==> config.mk <==
export PLATFORM = sky130hd
export DESIGN_NAME = jtype_jump_unit
export DESIGN_NICKNAME = d
export VERILOG_FILES = /design/src/rtl/jtype_jump_unit.sv
export SDC_FILE = /design/constraint.sdc
export NUM_CORES = 1
export LEC_CHECK = 0
export CAP_MARGIN = 20
export CORE_MARGIN = 2
export CORE_UTILIZATION = 45
export CTS_CLUSTER_DIAMETER = 60
export DETAILED_ROUTE_END_ITERATION = 8
export GPL_TIMING_DRIVEN = 0
export PLACE_DENSITY = 0.85
export SKIP_CTS_REPAIR_TIMING = 1
export SLEW_MARGIN = 20
export SYNTH_ARGS = -nofsm -noshare
export SYNTH_HDL_FRONTEND = slang
export SYNTH_SLANG_ARGS = --single-unit
==> constraint.sdc <==
create_clock -name i_clk -period 3.4 [get_ports i_clk]
set_input_delay 0.51 -clock i_clk [delete_from_list [all_inputs] [get_ports i_clk]]
set_output_delay 0.51 -clock i_clk [all_outputs]
set_load 0.02 [all_outputs]
==> src/rtl/jtype_jump_unit.sv <==
// jtype_jump_unit
//   Execute-stage jump-target unit for JAL/JALR. It computes pc + imm, masks bit 0 for JALR,
//   and flags a misaligned target. Results are registered, so there is exactly one cycle of
//   latency and no combinational path from inputs to outputs.
// Ports
//   i_clk          clock, rising edge
//   i_reset        synchronous active-high reset; takes priority over i_en
//   i_en           1 = capture a new result, 0 = hold (stall)
//   i_pc           JAL: instruction PC; JALR: rs1 base value
//   i_imm          sign-extended immediate
//   i_alu_select   operation select code
//   o_next_pc      registered jump target
//   o_jump_taken   registered; 1 when o_next_pc holds a JAL/JALR target
//   o_misaligned   registered; 1 when the target breaks instruction alignment
module jtype_jump_unit #(
  parameter int unsigned XLEN     = 32,
  parameter logic [5:0]  SEL_JAL  = 6'b000011,
  parameter logic [5:0]  SEL_JALR = 6'b000100,
  parameter bit          C_EXT    = 1'b0
) (
  input  logic            i_clk,
  input  logic            i_reset,
  input  logic            i_en,
  input  logic [XLEN-1:0] i_pc,
  input  logic [XLEN-1:0] i_imm,
  input  logic [5:0]      i_alu_select,
  output logic [XLEN-1:0] o_next_pc,
  output logic            o_jump_taken,
  output logic            o_misaligned
);

  logic [XLEN-1:0] w_sum;
  logic [XLEN-1:0] w_target;
  logic            w_taken;
  logic            w_mis;

  logic [XLEN-1:0] r_next_pc;
  logic            r_jump_taken;
  logic            r_misaligned;

  // Adder wraps modulo 2^XLEN; no overflow indication is needed for address arithmetic.
  assign w_sum = i_pc + i_imm;

  always_comb begin
    w_target = '0;
    w_taken  = 1'b0;
    // Unknown or unsupported codes fall through to the no-jump default.
    case (i_alu_select)
      SEL_JAL: begin
        w_target = w_sum;
        w_taken  = 1'b1;
      end
      SEL_JALR: begin
        w_target = {w_sum[XLEN-1:1], 1'b0};
        w_taken  = 1'b1;
      end
      default: begin
        w_target = '0;
        w_taken  = 1'b0;
      end
    endcase
  end

  // Compressed ISA only needs halfword alignment; otherwise targets must be word aligned.
  always_comb begin
    w_mis = 1'b0;
    if (w_taken) begin
      if (C_EXT) begin
        w_mis = w_target[0];
      end else begin
        w_mis = |w_target[1:0];
      end
    end
  end

  always_ff @(posedge i_clk) begin
    if (i_reset) begin
      r_next_pc    <= '0;
      r_jump_taken <= 1'b0;
      r_misaligned <= 1'b0;
    end else if (i_en) begin
      r_next_pc    <= w_target;
      r_jump_taken <= w_taken;
      r_misaligned <= w_mis;
    end
  end

  assign o_next_pc    = r_next_pc;
  assign o_jump_taken = r_jump_taken;
  assign o_misaligned = r_misaligned;

endmodule

==> results.txt <==
Worst Path Required: 3.58 ns
worst r2r src: o_next_pc[9]
syn_area_per_cell: 8.42 um2
number of H-tree levels: 2
GPL Wtd Cong: 0.920
pwr dens: 283 nW/um2
FF-to-FF End: o_next_pc[9]
number of port buffers: 106
worst slack at placement: -0.132 ns
Tmin final: 3.21 ns
worst reg2reg setup slack: 2.68 ns
io pins: 107
root buffer cell: clkbuf_8
GRT Total Usage: 22.4%
via count: 2972
cell taking the most area after synthesis: dfxtp_1
largest net degree at the start of global routing: 11
Yosys reg bits: 34
first-pass GRT wire length: 11800 um
Async S/R FF share, synth: 0%
CTS tree: done
unrepaired setup endpoints after global routing: false
final hold violations: 0
switching power: 363 uW
Final Skew: 0 ns
total CTS buffers: 5
crit-path max cell delay: 0.46 ns
Cell Int Power: 768 uW
Hold Crit Endpoint: o_next_pc[0]
setup violators final: 0
HP Class: flip-flop to flip-flop
Slew @ Worst Pin: 0.543 ns
Post-Route WL: 7710 um
Peak Freq: 311 MHz
Final Util: 67.5%
MaxCap Viol Count: 0
DRT Pass-1 Iters: 5
max-slew violations: 0
height of the die: 82.4 um
Worst-Skew Late Latency: 0.28 ns
number of synthesized flops with an enable pin: 0
status: finished clean
layout cell share with drive strength beyond 1: 4.31%
# rows: 28
combinational power share: 40.0%
effective utilization at floorplan: 46.7%
via/cell ratio: 5.76
CP Launch Type: primary input
most common cell in the netlist: dfxtp_1
TNS Setup: 0 ns
synth unique cells: 56
die area: 6780 um2
vias in the first global route: 2716
core box area: 5920 um2
dpl cells: 509
Mapped Nets: 433
cells on worst reg2reg path: 2
crit end category: flip-flop
clk sinks: 34
Total Power: 1130 uW
P&R area growth vs syn: 44.6%
Clock Tree Buf Depth: 2
crit-path leading delay family: compound AO/OA/AOI/OAI gates
worst hold start: o_next_pc[0]
critical path buffer and inverter count: 2
die width: 82.4 um
synth top area cells: dfxtp_1, ha_1, a22o_1
hold depth: 2
worst path arrival time: 3.39 ns
post-synth top area share: 24.6%
CP Cell Sequence: clkdlybuf4s50_1 > ha_1 > inv_1 > fa_1 > nor2b_4 > o211ai_2 > a31o_4 > a2111oi_2 > o311a_1 > or2_4 > a21boi_1 > xnor2_1 > a22o_1
Cells after Synth: 328
Inserted Diodes: 0
Synth Warn #: 0
sum of net half-perimeters after detailed placement: 6400 um
initial drt markers: 152
Non-Filler Instances: 516
Worst-path clk slew: 0.07 ns
switching share of power: 32.1%
initial antenna violation count: 0
Crit Path Category: primary input to flip-flop
gr ovfl total: 0
Final ANT Viol Nets: 0
Synth top cells by count: dfxtp_1, ha_1, a21oi_1, nand2_1, nor2_1
Slew headroom: 63.8%
Nets: 546
Primary FF master, synth: dfxtp_1
worst-path fanout max: 4
Final WS setup: 0.188 ns
DRC: 0
crit share post-route: 94.5%
Clk network pwr share: 24.5%
synthesized area: 2760 um2
register area share after synthesis: 24.6%
Max VDD drop: 174 uV
Avg WL per Cell: 14.9 um
Lkg Pwr: 0.00164 uW
CP max-delay cell: clkdlybuf4s50_1
Flop pwr share: 35.6%
==> worst max path at each step <==
stage	slack (ns)	end	from	cells past startpoint
after detailed placement	-0.13	o_next_pc[26]	i_imm[0]	13
final	0.19	o_next_pc[26]	i_imm[0]	13
after CTS	0.16	o_next_pc[26]	i_imm[0]	13
after floorplan	0.61	o_next_pc[26]	i_pc[0]	12
after global routing	0.03	o_next_pc[26]	i_imm[0]	13
after global placement	-0.10	o_next_pc[30]	i_pc[0]	13
==> worst register-to-register path: stages (launching register included) <==
cell     delay (ns)
dfxtp_1        0.33
a22oi_1        0.22
nor2_1         0.06
==> sequential cells by signal (all words and copies together) (netlist names) <==
| signal | flops |
|---|---|
| o_next_pc | 32 |
| o_jump_taken | 1 |
| o_misaligned | 1 |
==> kinds of logic (layout without fill, tap and decap cells) <==
| kind of cell | count (synthesis) | count (layout) | synth area share, % |
|---|---|---|---|
| and+or+nand+nor | 91 | 91 | 16.7 |
| DFF | 34 | 34 | 24.6 |
| AOI/OAI and AO/OA | 123 | 123 | 32.1 |
| xor gates and xnor gates | 26 | 26 | 8.24 |
| buffers and inverters | 21 | 134 | 3.12 |
| adders and majority gates | 32 | 32 | 14.8 |
| muxes | 1 | 1 | 0.408 |
==> routing by layer <==
layer	up-vias	share of wire (%)	routed length, um	GRT usage (%)
li1	1453	-	-	-
met1	1393	41	3150	26.6
met2	110	50	3860	40.5
met3	16	6.3	486	3.15
met4	0	2.8	213	8.50
met5	-	0	0	0
==> cell usage in the layout (no fill, tap or decap), types with 10 or more instances in the layout <==
cell             count
o21ai_0             10
a21oi_1             29
a21o_1              18
nand2_1             25
a22o_1              19
ha_1                31
nor2_1              23
clkdlybuf4s50_1    106
clkbuf_1            11
dfxtp_1             34
xnor2_1             19
inv_1               10
==> power groups by stage <==
stage	Combinational (uW)	Clock, uW	Sequential [uW]
2_1_floorplan	286	0	414
3_3_place_gp	434	0	411
3_5_place_dp	445	0	411
4_1_cts	449	277	403
5_1_grt	493	292	403
6_report	452	277	403
==> stage by stage <==
step | cell area, um2 | hold slack (ns)
2_1_floorplan | 2760 | 0.536
3_3_place_gp | 3920 | 0.443
3_5_place_dp | 3920 | 0.459
4_1_cts | 3990 | 0.468
5_1_grt | 3990 | 0.494
6_report | 3990 | 0.470
==> final cells by class <==
type	instances	area (um2)
Clock buffer	7	76.3
Sequential cell	34	681
Fill cell	516	1930
Buffer	11	48.8
Timing Repair Buffer	106	1060
Inverter	10	37.5
Multi-Input combinational cell	273	2000
Tap cell	75	93.8
No activity file was read; power rests on OpenSTA's default activity.
